### src/rtl/mmio_pkg.sv
// Shared types and default address map for the MMIO bus bridge.
// Latency: none; declarations only.
// Backpressure: none; declarations only.
package mmio_pkg;

  typedef enum logic [1:0] {
    ST_IDLE   = 2'd0,
    ST_ACCESS = 2'd1,
    ST_RESP   = 2'd2
  } state_t;

  // Default four-slave map: DRAM, 7-seg digits, LEDs, switches
  localparam logic [31:0] DRAM_BASE = 32'h0000_0000;
  localparam logic [31:0] DRAM_MASK = 32'hFFE0_0000;
  localparam logic [31:0] DIG_BASE  = 32'hFFFF_F000;
  localparam logic [31:0] DIG_MASK  = 32'hFFFF_FFF0;
  localparam logic [31:0] LED_BASE  = 32'hFFFF_F060;
  localparam logic [31:0] LED_MASK  = 32'hFFFF_FFF0;
  localparam logic [31:0] SW_BASE   = 32'hFFFF_F070;
  localparam logic [31:0] SW_MASK   = 32'hFFFF_FFF0;

  // Channel 0 sits in the least significant slice
  localparam logic [127:0] DEF_CH_BASE = {SW_BASE, LED_BASE, DIG_BASE, DRAM_BASE};
  localparam logic [127:0] DEF_CH_MASK = {SW_MASK, LED_MASK, DIG_MASK, DRAM_MASK};

  // Read data returned on any error completion
  localparam logic [31:0] ERR_RDATA = 32'h0000_0000;

  function automatic logic [15:0] sat_inc16(input logic [15:0] v);
    return (v == 16'hFFFF) ? v : v + 16'd1;
  endfunction

endpackage

### src/rtl/mmio_bus_bridge_if.sv
// CPU load/store port plus per-channel slave handshake, bundled for the bridge.
// Latency: wires only.
// Backpressure: cpu side waits on cpu_ready; slaves complete with ch_ack.
interface mmio_bus_bridge_if #(
  parameter int ADDR_W = 32,
  parameter int DATA_W = 32,
  parameter int N_CH   = 4
) ();

  logic                   cpu_req;
  logic                   cpu_we;
  logic [ADDR_W-1:0]      cpu_addr;
  logic [DATA_W-1:0]      cpu_wdata;
  logic [DATA_W/8-1:0]    cpu_wstrb;
  logic                   cpu_ready;
  logic [DATA_W-1:0]      cpu_rdata;
  logic                   cpu_err;
  logic [N_CH-1:0]        ch_sel;
  logic                   ch_we;
  logic [ADDR_W-1:0]      ch_addr;
  logic [DATA_W-1:0]      ch_wdata;
  logic [DATA_W/8-1:0]    ch_wstrb;
  logic [N_CH-1:0]        ch_ack;
  logic [N_CH*DATA_W-1:0] ch_rdata;

  // Environment side: CPU requests and slave responses
  modport master (
    output cpu_req, cpu_we, cpu_addr, cpu_wdata, cpu_wstrb, ch_ack, ch_rdata,
    input  cpu_ready, cpu_rdata, cpu_err, ch_sel, ch_we, ch_addr, ch_wdata, ch_wstrb
  );

  // Bridge side
  modport slave (
    input  cpu_req, cpu_we, cpu_addr, cpu_wdata, cpu_wstrb, ch_ack, ch_rdata,
    output cpu_ready, cpu_rdata, cpu_err, ch_sel, ch_we, ch_addr, ch_wdata, ch_wstrb
  );

endinterface

### src/rtl/mmio_addr_decoder.sv
// Address-map decoder: one-hot hit, hit index, miss flag and in-window offset.
// Latency: combinational.
// Backpressure: none.
module mmio_addr_decoder #(
  parameter int                     ADDR_W  = 32,
  parameter int                     N_CH    = 4,
  parameter int                     IDX_W   = 2,
  parameter logic [N_CH*ADDR_W-1:0] CH_BASE = '0,
  parameter logic [N_CH*ADDR_W-1:0] CH_MASK = '0
) (
  input  logic [ADDR_W-1:0] addr_i,
  output logic [N_CH-1:0]   hit_oh_o,
  output logic [IDX_W-1:0]  hit_idx_o,
  output logic              miss_o,
  output logic [ADDR_W-1:0] offset_o
);

  // Scan high to low so the lowest matching window overrides the rest
  always_comb begin
    hit_oh_o  = '0;
    hit_idx_o = '0;
    offset_o  = '0;
    for (int i = N_CH - 1; i >= 0; i--) begin
      if ((addr_i & CH_MASK[i*ADDR_W +: ADDR_W]) == CH_BASE[i*ADDR_W +: ADDR_W]) begin
        hit_oh_o    = '0;
        hit_oh_o[i] = 1'b1;
        hit_idx_o   = IDX_W'(i);
        offset_o    = addr_i & ~CH_MASK[i*ADDR_W +: ADDR_W];
      end
    end
    miss_o = ~|hit_oh_o;
  end

endmodule

### src/rtl/mmio_bus_bridge.sv
// CPU load/store to N_CH MMIO slaves; optional access timeout via BUS_TIMEOUT_EN.
// Latency: 2 cycles req-to-ready when unmapped, 2 + ack wait cycles when mapped.
// Backpressure: one access in flight; cpu_ready pulses once, slaves stall via ch_ack.
module mmio_bus_bridge
  import mmio_pkg::*;
#(
  parameter int                     ADDR_W  = 32,
  parameter int                     DATA_W  = 32,
  parameter int                     N_CH    = 4,
  parameter logic [N_CH*ADDR_W-1:0] CH_BASE = DEF_CH_BASE,
  parameter logic [N_CH*ADDR_W-1:0] CH_MASK = DEF_CH_MASK
`ifdef BUS_TIMEOUT_EN
  , parameter int                   TIMEOUT_CYC = 16
`endif
) (
  input  logic               clk,
  input  logic               rst,
  mmio_bus_bridge_if.slave   bus,
  output logic [15:0]        err_cnt
);

  localparam int IDX_W  = (N_CH > 1) ? $clog2(N_CH) : 1;
  localparam int STRB_W = DATA_W / 8;

  state_t              state_q, state_d;
  logic                we_q, we_d;
  logic [ADDR_W-1:0]   addr_q, addr_d;
  logic [DATA_W-1:0]   wdata_q, wdata_d;
  logic [STRB_W-1:0]   wstrb_q, wstrb_d;
  logic [N_CH-1:0]     sel_q, sel_d;
  logic [IDX_W-1:0]    idx_q, idx_d;
  logic                err_q, err_d;
  logic [DATA_W-1:0]   rdata_q, rdata_d;
  logic [15:0]         err_cnt_q, err_cnt_d;

  logic [N_CH-1:0]     dec_hit;
  logic [IDX_W-1:0]    dec_idx;
  logic                dec_miss;
  logic [ADDR_W-1:0]   dec_offset;
  logic                expired;

  mmio_addr_decoder #(
    .ADDR_W  (ADDR_W),
    .N_CH    (N_CH),
    .IDX_W   (IDX_W),
    .CH_BASE (CH_BASE),
    .CH_MASK (CH_MASK)
  ) u_dec (
    .addr_i    (bus.cpu_addr),
    .hit_oh_o  (dec_hit),
    .hit_idx_o (dec_idx),
    .miss_o    (dec_miss),
    .offset_o  (dec_offset)
  );

`ifdef BUS_TIMEOUT_EN
  localparam int TCNT_W = $clog2(TIMEOUT_CYC + 1);
  logic [TCNT_W-1:0] tcnt_q;

  // Count ACCESS cycles; restarts whenever the bridge leaves ACCESS
  always_ff @(posedge clk) begin
    if (rst || state_q != ST_ACCESS) tcnt_q <= '0;
    else                             tcnt_q <= tcnt_q + 1'b1;
  end

  assign expired = (state_q == ST_ACCESS) && (tcnt_q == TCNT_W'(TIMEOUT_CYC - 1));
`else
  assign expired = 1'b0;
`endif

  // State and latched request registers
  always_ff @(posedge clk) begin
    if (rst) begin
      state_q   <= ST_IDLE;
      we_q      <= 1'b0;
      addr_q    <= '0;
      wdata_q   <= '0;
      wstrb_q   <= '0;
      sel_q     <= '0;
      idx_q     <= '0;
      err_q     <= 1'b0;
      rdata_q   <= '0;
      err_cnt_q <= '0;
    end else begin
      state_q   <= state_d;
      we_q      <= we_d;
      addr_q    <= addr_d;
      wdata_q   <= wdata_d;
      wstrb_q   <= wstrb_d;
      sel_q     <= sel_d;
      idx_q     <= idx_d;
      err_q     <= err_d;
      rdata_q   <= rdata_d;
      err_cnt_q <= err_cnt_d;
    end
  end

  // Next-state: latch on request, wait for the selected ack (or expiry), respond once
  always_comb begin
    state_d   = state_q;
    we_d      = we_q;
    addr_d    = addr_q;
    wdata_d   = wdata_q;
    wstrb_d   = wstrb_q;
    sel_d     = sel_q;
    idx_d     = idx_q;
    err_d     = err_q;
    rdata_d   = rdata_q;
    err_cnt_d = err_cnt_q;
    case (state_q)
      ST_IDLE: begin
        if (bus.cpu_req) begin
          we_d    = bus.cpu_we;
          addr_d  = dec_offset;
          wdata_d = bus.cpu_wdata;
          wstrb_d = bus.cpu_wstrb;
          sel_d   = dec_hit;
          idx_d   = dec_idx;
          err_d   = dec_miss;
          if (dec_miss) begin
            if (!bus.cpu_we) rdata_d = DATA_W'(ERR_RDATA);
            state_d = ST_RESP;
          end else begin
            state_d = ST_ACCESS;
          end
        end
      end
      ST_ACCESS: begin
        if (|(bus.ch_ack & sel_q)) begin
          if (!we_q) rdata_d = bus.ch_rdata[int'(idx_q)*DATA_W +: DATA_W];
          state_d = ST_RESP;
        end else if (expired) begin
          err_d   = 1'b1;
          rdata_d = DATA_W'(ERR_RDATA);
          state_d = ST_RESP;
        end
      end
      ST_RESP: begin
        if (err_q) err_cnt_d = sat_inc16(err_cnt_q);
        state_d = ST_IDLE;
      end
      default: state_d = ST_IDLE;
    endcase
  end

  assign bus.cpu_ready = (state_q == ST_RESP);
  assign bus.cpu_err   = (state_q == ST_RESP) && err_q;
  assign bus.cpu_rdata = rdata_q;
  assign bus.ch_sel    = (state_q == ST_ACCESS) ? sel_q : '0;
  assign bus.ch_we     = (state_q == ST_ACCESS) && we_q;
  assign bus.ch_addr   = addr_q;
  assign bus.ch_wdata  = wdata_q;
  assign bus.ch_wstrb  = wstrb_q;
  assign err_cnt       = err_cnt_q;

endmodule

### src/flat_wrapper.sv
// flat-port wrapper written by rule: the top's interface ports become plain ports
module mmio_bus_bridge_flat import mmio_pkg::*;
#(
  parameter int                     ADDR_W  = 32,
  parameter int                     DATA_W  = 32,
  parameter int                     N_CH    = 4,
  parameter logic [N_CH*ADDR_W-1:0] CH_BASE = DEF_CH_BASE,
  parameter logic [N_CH*ADDR_W-1:0] CH_MASK = DEF_CH_MASK

)
  (clk, rst, err_cnt, bus_cpu_req, bus_cpu_we, bus_cpu_addr, bus_cpu_wdata, bus_cpu_wstrb, bus_ch_ack, bus_ch_rdata, bus_cpu_ready, bus_cpu_rdata, bus_cpu_err, bus_ch_sel, bus_ch_we, bus_ch_addr, bus_ch_wdata, bus_ch_wstrb);
  mmio_bus_bridge_if #(.ADDR_W(ADDR_W), .DATA_W(DATA_W), .N_CH(N_CH)) bus_i ();
  input  logic clk;
  input  logic rst;
  output logic [15:0] err_cnt;
  input wire logic [$bits(bus_i.cpu_req)-1:0] bus_cpu_req;
  input wire logic [$bits(bus_i.cpu_we)-1:0] bus_cpu_we;
  input wire logic [$bits(bus_i.cpu_addr)-1:0] bus_cpu_addr;
  input wire logic [$bits(bus_i.cpu_wdata)-1:0] bus_cpu_wdata;
  input wire logic [$bits(bus_i.cpu_wstrb)-1:0] bus_cpu_wstrb;
  input wire logic [$bits(bus_i.ch_ack)-1:0] bus_ch_ack;
  input wire logic [$bits(bus_i.ch_rdata)-1:0] bus_ch_rdata;
  output wire logic [$bits(bus_i.cpu_ready)-1:0] bus_cpu_ready;
  output wire logic [$bits(bus_i.cpu_rdata)-1:0] bus_cpu_rdata;
  output wire logic [$bits(bus_i.cpu_err)-1:0] bus_cpu_err;
  output wire logic [$bits(bus_i.ch_sel)-1:0] bus_ch_sel;
  output wire logic [$bits(bus_i.ch_we)-1:0] bus_ch_we;
  output wire logic [$bits(bus_i.ch_addr)-1:0] bus_ch_addr;
  output wire logic [$bits(bus_i.ch_wdata)-1:0] bus_ch_wdata;
  output wire logic [$bits(bus_i.ch_wstrb)-1:0] bus_ch_wstrb;
  assign bus_i.cpu_req = bus_cpu_req;
  assign bus_i.cpu_we = bus_cpu_we;
  assign bus_i.cpu_addr = bus_cpu_addr;
  assign bus_i.cpu_wdata = bus_cpu_wdata;
  assign bus_i.cpu_wstrb = bus_cpu_wstrb;
  assign bus_i.ch_ack = bus_ch_ack;
  assign bus_i.ch_rdata = bus_ch_rdata;
  assign bus_cpu_ready = bus_i.cpu_ready;
  assign bus_cpu_rdata = bus_i.cpu_rdata;
  assign bus_cpu_err = bus_i.cpu_err;
  assign bus_ch_sel = bus_i.ch_sel;
  assign bus_ch_we = bus_i.ch_we;
  assign bus_ch_addr = bus_i.ch_addr;
  assign bus_ch_wdata = bus_i.ch_wdata;
  assign bus_ch_wstrb = bus_i.ch_wstrb;
  mmio_bus_bridge #(.ADDR_W(ADDR_W), .DATA_W(DATA_W), .N_CH(N_CH), .CH_BASE(CH_BASE), .CH_MASK(CH_MASK)) u_core (.clk(clk), .rst(rst), .bus(bus_i), .err_cnt(err_cnt));
endmodule
### config.mk
export PLATFORM = sky130hd
export DESIGN_NAME = mmio_bus_bridge_flat
export DESIGN_NICKNAME = d
export VERILOG_FILES = /design/src/rtl/mmio_pkg.sv /design/src/rtl/mmio_bus_bridge_if.sv /design/src/rtl/mmio_addr_decoder.sv /design/src/rtl/mmio_bus_bridge.sv /design/src/flat_wrapper.sv
export SDC_FILE = /design/constraint.sdc
export NUM_CORES = 1
export LEC_CHECK = 0
export CORE_AREA = 2 2 127 129
export CTS_BUF_LIST = sky130_fd_sc_hd__clkbuf_4 sky130_fd_sc_hd__clkbuf_8
export DETAILED_ROUTE_END_ITERATION = 10
export DIE_AREA = 0 0 129 131
export DONT_BUFFER_PORTS = 1
export GPL_ROUTABILITY_DRIVEN = 0
export PLACE_DENSITY_LB_ADDON = 0.15
export SYNTH_ARGS = -nofsm -noshare
export SYNTH_HDL_FRONTEND = slang
export SYNTH_SLANG_ARGS = --single-unit
### constraint.sdc
create_clock -name clk -period 3.29 [get_ports clk]
set_input_delay 0.658 -clock clk [delete_from_list [all_inputs] [get_ports clk]]
set_output_delay 0.658 -clock clk [all_outputs]
set_load 0.1 [all_outputs]
After elaboration in Yosys (flattened, before gate mapping) --
Cells that the tools add are included.
Operators by class: $add $sub $neg 1, equality and inequality tests 11, shift-type cells 1, muxes and demuxes 23, bitwise logic cells 2, reductions and logical operators 12
Operators by type and width (count):
- $mux 32 | 6
- $shiftx 128x8->32 | 1
- $eq 28x28->1 const B | 3
- $pmux 32 s2 | 1
- $logic_not 32->1 | 1
- $mux 4 | 8
- $add 16x1->16 const B | 1
- $eq 16x16->1 const B | 1
- $mux 2 | 7
- $ne 2x2->1 const B | 4
- $reduce_or 4->1 | 2
- $reduce_and 6->1 | 1
- $and 4x4->4 | 1
- $pmux 2 s2 | 1
- $reduce_and 2->1 | 2
- $reduce_and 3->1 | 1
- $eq 2x1->1 const B | 1
- $eq 2x2->1 const B | 1
- $logic_and 1x1->1 | 2
- $logic_not 2->1 | 1
- $ne 2x1->1 const B | 1
- $reduce_bool 2->1 | 1
- $logic_not 1->1 | 1
- $not 1->1 | 1
Word-level totals: bits in registers 126, input port bits 204, output and inout bits 123

Longest topological paths before layout --
Gate-level depths: netlist of the first run.
depth after elaboration 9, mapped depth 7

By module --
Synthesis of the first run repeated with hierarchy kept, for this count alone.
Unflattened totals: cell total of the unflattened synthesis 691, area, all modules 6045.8 µm²
Modules (own cells, without submodules):
- mmio_bus_bridge | times used 1, cells each 631, area an instance 5655.4 µm², sequential area each 2522.4 µm²
- mmio_addr_decoder | times used 1, cells each 60, area an instance 390.4 µm², sequential area each 0.0 µm²

Least setup slack after synthesis of the first run --
No wires, ideal clock.
kind flip-flop to output port, start reg u_core.state_q[0], end out bus_ch_sel[3], arrival time 2484 ps, required time 2632 ps, setup slack 148 ps, stages on the path, launching flop included 3, path buffers 0, path through dfxtp_1 -> inv_2 -> nor3_1
Between the ends: word-level cells in the longest chain between the ends 2
RTL lines:
- start, declared | line mmio_bus_bridge.sv:25 | state_t state_q, state_d;
- start signal, assigned | line mmio_bus_bridge.sv:85 | state_q <= state_d;
- $eq 2x1->1 | line mmio_bus_bridge.sv:149 | assign bus.ch_sel = (state_q == ST_ACCESS) ? sel_q : '0;
- $mux 4 | line mmio_bus_bridge.sv:149
- end, declared | line flat_wrapper.sv:26 | output wire logic [$bits(bus_i.ch_sel)-1:0] bus_ch_sel;
No other way between the ends.

Worst setup path in the final report of the first run --
start reg u_core.state_q[0], end out bus_ch_sel[2]
The elaborated chain is that of the path after synthesis.

==> impl_metrics.tcl, run 1 <==
set metrics [dict create \
    syn_inst 543 \
    critPathCaptureType "primary output" \
    yosys.area.top_type "dfxtp_1" \
    rsz0062_at_grt "no" \
    crit_required_ns 2.63 \
    place_inst 748 \
    ff2ff_setup_slack_ns 1.02 \
    r2r-end "u_core.err_cnt[1]" \
    period_share_pct 73.0 \
    tritoncts "yes" \
    yosys.area_share.simple_pct 19.5 \
    wl_met2_um 7680 \
    wl_per_cell_um 20.0 \
    dr_wl_met3_um 1510 \
    num_vias 4143 \
    r2r_start "u_core.err_cnt[10]" \
    hold_path.class "input pin to register" \
    met1_length_um 6040 \
    synth_top_cell_area_share_pct 44.1 \
    cp-start-kind "register" \
    cts_inserted_buffers 17 \
    synth_fa_ha_area_share_pct 0.240 \
    cts.path.max_buffers 2 \
    start_util_pct 33.5 \
    n_antenna_cell 0 \
    grt_pass1_wl_um 22000 \
    status "finished clean" \
    io-pin-count 327 \
    synth-compound-area-share_pct 14.6 \
    top_layer_used "met4" \
    post-route-drc-count 0 \
    slew_viol_final 0 \
    fill_cells 1610 \
    leakagePower_nw 2.04 \
    drt_iter0_markers 207 \
    ff2ff_path_depth 7 \
    cp_max_fo 6 \
    power_density_nw_per_um2 518 \
    ir_drop_uv 243 \
    holdPathStages 1 \
    yosys-top-cells-count "115 x dfxtp_1, 115 x nand2_1, 64 x a21oi_1" \
    grt_pass1_vias 4140 \
    ys_warn_count 0 \
    ys_ff_latch 115 \
    drv_cap 0 \
    final_antenna_net_count 0 \
    grt_max_degree 86 \
    synth_top_family_by_area "simple AND/OR/NAND/NOR gates" \
    synthXorXnorAreaFrac_pct 2.18 \
    area_growth_pct 13.3 \
    finalSetupViolCount 0 \
    core_area_sq_um 15600 \
    hp-start "rst" \
    grt_antenna_before_repair 0 \
    layout.nets 756 \
    first_pass_iters 4 \
    startpoint "u_core.state_q[0]" \
    clkTransAtPathRegs_ns 0.07 \
    die_y_um 131 \
    worst_ep_arrival_time_ns 1.75 \
    die_area_sq_um 16900 \
    die_width_um 129 \
    gr-total-overflow 0 \
    synth_edf_count 0 \
    async_flop_share_pct 0 \
    syn_avg_cell_area_sq_um 9.62 \
    insertion_delay_ns 0.42 \
    h-tree-depth 4 \
    synthTopCellsByArea "dfxtp_1 44%, mux4_2 14%, nand2_1 8.3%, a21oi_1 6.1%, a22o_1 5.4%" \
    hold_end "u_core.bus.ch_wdata[26]" \
    post_drt_via_cell_ratio 5.32 \
    final.setup.tns_ns 0 \
    cts_sinks 115 \
    seq_area_frac_synth_pct 44.1 \
    skew_ns 0.00968 \
    drive_gt1_share_pct 20.4 \
    synthMuxAreaShare_pct 14.2 \
    num_rows 46 \
    port_buffers 0 \
    hold_violations 0 \
    worstMarginPinSlew_ns 1.07 \
    synth_top_flop_cell "dfxtp_1" \
    hold_buffers 0 \
    max_freq_mhz 416 \
    cts-root-buf "clkbuf_8" \
    syn-cell-area_sq_um 5220 \
    ys_types 54 \
    timing.max_slew.rel_slack_pct 28.5 \
    cts_setup_buffers 0 \
    cts_resized 0 \
    drt_wl_total_um 15600 \
    period_minus_slack_ns 2.40 \
    post-dp-hpwl_um 11100 \
    total_power_mw 3.07 \
    grt_usage_pct 17.1 \
    crit_type "register to primary output" \
    fin_cells 779 \
]
==> power breakdown <==
part | total (mW) | internal [mW] | switching (mW) | leakage, nW
Clock | 1.22 | 0.608 | 0.611 | 0.169
Combinational | 0.207 | 0.0624 | 0.145 | 0.939
Sequential | 1.64 | 1.42 | 0.220 | 0.934
Total | 3.07 | 2.09 | 0.976 | 2.04
==> cells in the final DEF, fill, tap and decap left out, types with 2 or more instances in the layout <==
master / synthesis / routed
nand4_1: 5 / 5
dfxtp_1: 115 / 114
and3_1: 2 / 2
inv_1: 3 / 3
a21boi_0: 4 / 4
buf_4: 11 / 28
clkinvlp_4: 0 / 6
a22oi_1: 2 / 2
and2_1: 4 / 4
nor2_1: 19 / 19
inv_2: 2 / 2
or4_1: 2 / 2
mux4_2: 32 / 32
a21oi_1: 64 / 64
conb_1: 1 / 11
clkinv_2: 0 / 4
nand2_2: 2 / 2
a22o_1: 32 / 32
nand2_1: 115 / 115
clkbuf_8: 0 / 18
nand4b_2: 2 / 2
nand3_1: 29 / 29
a2111oi_1: 2 / 2
xnor2_1: 13 / 13
nor4_1: 5 / 5
nand4_2: 2 / 2
nor3_1: 3 / 2
a211oi_1: 6 / 6
==> metrics by stage <==
stage | area [sq um] | util (%) | hold WS [ns] | setup slack [ns]
2_1_floorplan | 5260 | - | 0.445 | 0.148
3_3_place_gp | 5560 | 35.6 | 0.463 | 0.970
3_5_place_dp | 5560 | 35.6 | 0.449 | 0.998
4_1_cts | 5920 | 37.9 | 0.257 | 0.836
5_1_grt | 5920 | 37.9 | 0.256 | 0.755
6_report | 5920 | 37.9 | 0.302 | 0.887
==> worst max path at each step <==
stage / to / slack [ns] / cells after the start
finish: bus_ch_sel[2] / 0.89 / 4
CTS: bus_ch_sel[2] / 0.84 / 4
detailed placement: u_core.bus.cpu_rdata[31] / 1.0 / 6
global placement: u_core.bus.cpu_rdata[19] / 0.97 / 6
floorplan: bus_ch_sel[3] / 0.15 / 2
global route: bus_ch_sel[2] / 0.75 / 4
==> critical path: stages (launching register included) <==
cell	delay [ns]
dfxtp_1	0.39
inv_2	0.10
nor2_1	0.32
and2_1	0.21
buf_4	0.30
==> layout make-up <==
class,instances,area [sq um],area share (%)
Timing Repair Buffer,30,258,4.36
Sequential cell,115,2300,38.9
Inverter,5,18.8,0.317
Clock buffer,18,248,4.19
Clock inverter,13,113,1.90
Multi-Input combinational cell,382,2710,45.7
Tap cell,216,270,4.57
==> flip-flops by register name, indices dropped and copies added, names as in the netlist <==
register,cells
u_core.bus.ch_wdata,32
u_core.bus.cpu_rdata,32
u_core.bus.ch_addr,21
u_core.err_cnt,16
u_core.bus.ch_wstrb,4
u_core.sel_q,4
u_core.idx_q,2
u_core.state_q,2
u_core.err_q,1
u_core.we_q,1
==> logic make-up (layout without fill, tap and decap cells) <==
group,Yosys count,in the layout
simple gates,207,207
compound gates,116,116
flops,115,115
buf+inv,56,66
mux,34,34
xor+xnor,13,13
fa+ha+maj,1,1
other cells,1,11
==> layer usage <==
| layer | global-route usage [%] | vias to the layer above |
|---|---|---|
| met5 | 0 | - |
| met4 | 6.20 | 0 |
| met3 | 7.04 | 22 |
| met2 | 30.1 | 231 |
| met1 | 18.7 | 1943 |
| li1 | - | 1947 |
(Power assumes the default switching activity.)
==> inputs of run 2 (changes only) <==
ABC_AREA = 1   (was not set)
CORE_AREA = 2 2 126 128   (was 2 2 127 129)
DIE_AREA = 0 0 128 130   (was 0 0 129 131)
clock period = 2.4 ns   (was 3.29 ns; I/O delays follow)
==> run 2 against run 1 <==
Net effect: critical endpoint is now bus_ch_we; routed wire length grew 15%; highest routed layer unchanged; clock power increased by 34%; sequential share of layout area shrank 7.9 points; utilization rose by 10 points; largest cell class unchanged; combinational power rose to 6.9 times the previous value.
==> impl_metrics.tcl, run 2 <==
set metrics [dict create \
    grt_max_degree 66 \
    drt_iter0_markers 252 \
    tritoncts "yes" \
    leakagePower_nw 3.17 \
    io-pin-count 327 \
    crit_required_ns 1.92 \
    h-tree-depth 4 \
    die_y_um 130 \
    worstMarginPinSlew_ns 0.619 \
    die_area_sq_um 16600 \
    die_width_um 128 \
    holdPathStages 1 \
    r2r_start "u_core.err_cnt[8]" \
    syn_avg_cell_area_sq_um 6.55 \
    place_inst 1194 \
    period_minus_slack_ns 2.02 \
    ff2ff_setup_slack_ns 0.51 \
    cts.path.max_buffers 2 \
    grt_pass1_wl_um 26800 \
    skew_ns 0.00771 \
    grt_pass1_vias 5403 \
    n_antenna_cell 0 \
    first_pass_iters 5 \
    gr-total-overflow 0 \
    final_antenna_net_count 0 \
    cp-start-kind "register" \
    power_density_nw_per_um2 688 \
    final_common_cell "nand2_1" \
    synth_fa_ha_area_share_pct 0.204 \
    cp_slowest_cell "dfxtp_1" \
    post-route-drc-count 0 \
    ir_drop_uv 478 \
    yosysMostFrequentCell "nand2_1" \
    fin_cells 1224 \
    setup_ws_ns 0.377 \
    path_depth 3 \
    num_vias 6097 \
    cp_cell_sequence "nand2_2 > nor2_2 > buf_4" \
    hp-start "rst" \
    max_freq_mhz 494 \
    post_drt_via_cell_ratio 4.98 \
    mostFrequentLayoutCells "300 x nand2_1, 135 x nor2_1, 120 x buf_4" \
    drv_cap 0 \
    synth_top_family_by_area "simple AND/OR/NAND/NOR gates" \
    ys_types 35 \
    cp_num_buf_inv 1 \
    rsz0062_at_grt "no" \
    drive_gt1_share_pct 19.6 \
    syn-cell-area_sq_um 6150 \
    ff2ff_path_depth 10 \
    drt_wl_total_um 17900 \
    cp_max_fo 8 \
    yosys.area.top_type "dfxtp_1" \
    fill_cells 1648 \
    ys_ff_latch 115 \
    worst_ep_arrival_time_ns 1.54 \
    layout.nets 1226 \
    clkTransAtPathRegs_ns 0.07 \
    wl_per_cell_um 14.6 \
    seq_area_frac_synth_pct 37.5 \
    port_buffers 0 \
    r2r-end "u_core.err_cnt[5]" \
    hold_end "u_core.err_cnt[8]" \
    synthTopCellsByArea "dfxtp_1 37%, nand2_1 18%, nor2_1 8.6%, a21oi_1 5.8%, nand3_1 4.2%" \
    start_util_pct 39.8 \
    grt_antenna_before_repair 0 \
    pre_cts_ws_ns 0.436 \
    crit_type "register to primary output" \
    final.setup.tns_ns 0 \
    finalSetupViolCount 0 \
    synth_edf_count 0 \
    yosys-top-cells-count "301 x nand2_1, 141 x nor2_1, 115 x dfxtp_1" \
    grt_usage_pct 20.6 \
    num_rows 46 \
    max_stage_delay_ns 0.49 \
    synthXorXnorAreaFrac_pct 1.14 \
    critPathTopFamily "flip-flops" \
    synth_top_flop_cell "dfxtp_1" \
    synthMuxAreaShare_pct 0 \
    cts_resized 0 \
    hold_buffers 0 \
    cts_inserted_buffers 17 \
    status "finished clean" \
    core_area_sq_um 15400 \
    hold_path.class "input pin to register" \
    synth_top_cell_area_share_pct 37.5 \
    slew_viol_final 0 \
    period_share_pct 84.3 \
    syn_inst 939 \
    hold_violations 0 \
    synth-compound-area-share_pct 14.3 \
    ys_warn_count 0 \
    cts_sinks 115 \
    timing.max_slew.rel_slack_pct 58.7 \
    post-dp-hpwl_um 13400 \
    insertion_delay_ns 0.42 \
    cts-root-buf "clkbuf_8" \
    area_growth_pct 20.8 \
    final_core_util_pct 48.1 \
    cts_setup_buffers 0 \
    critPathCaptureType "primary output" \
    yosys.area_share.simple_pct 38.1 \
    async_flop_share_pct 0 \
]
run 2: changes by cell type after synthesis, sizes merged, moves of 7 or more:
cell    delta
a21oi      +7
a22o      -32
buf       +15
inv       +33
mux4      -32
nand2    +188
nand3     +43
nor2     +126
nor3       +9
o211ai    +32
o21ai     +49
xnor2     -12
xor2       +7
run 2: per-layer routing:
layer  GRT usage (%)  vias up  routed length (um)
met4            9.18        0                 478
met2            36.6      239                8760
li1                -     3175                   -
met5               0        -                   0
met1            22.4     2651                7220
met3            6.72       32                1460
run 2: per-stage QoR:
stage	hold WS, ns	total power [mW]	instance area [sq um]
after floorplan	0.445	3.29	6190
after global placement	0.464	3.52	7060
after detailed placement	0.471	3.53	7060
after CTS	0.0844	5.18	7430
final	0.117	5.11	7430
after global routing	0.0761	5.35	7430
run 2: kinds of logic after synthesis:
group,after synthesis
xor gates and xnor gates,8
and+or+nand+nor,546
adders and majority gates,1
buffers and inverters,111
DFF,115
AOI/OAI and AO/OA,157
other,1
run 2: how the worst max path moves through the flow:
stage                            startpoint  slack [ns]                  endpoint
after detailed placement   bus_cpu_addr[13]        0.44  u_core.bus.cpu_rdata[28]
after global routing      u_core.state_q[0]        0.25                 bus_ch_we
after CTS                 u_core.state_q[0]        0.32                 bus_ch_we
after floorplan           u_core.state_q[0]        0.07             bus_ch_sel[0]
final                     u_core.state_q[0]        0.38                 bus_ch_we
after global placement     bus_cpu_addr[10]        0.47  u_core.bus.cpu_rdata[26]
run 2: final cells by class:
class	instances	area [sq um]	area share, %
Inverter	39	150	2.02
Clock buffer	26	339	4.57
Multi-Input combinational cell	723	3370	45.4
Sequential cell	115	2300	31.0
Timing Repair Buffer	125	1000	13.5
Tap cell	192	240	3.24
Clock inverter	4	22.5	0.303
run 2: power breakdown:
group / switching, mW / internal (mW) / leakage, nW
clock network: 0.735 / 0.898 / 0.191
logic: 1.15 / 0.278 / 2.04
registers: 0.0349 / 2.02 / 0.943
run 2: worst register-to-register path: stages, from the launching register on:
cell	delay, ns
dfxtp_1	0.33
nand2_1	0.07
inv_1	0.08
nand2_1	0.08
nor3_1	0.23
nand3_1	0.13
nand2_2	0.30
inv_1	0.29
nand3_1	0.14
nand2_1	0.05
a21oi_1	0.12
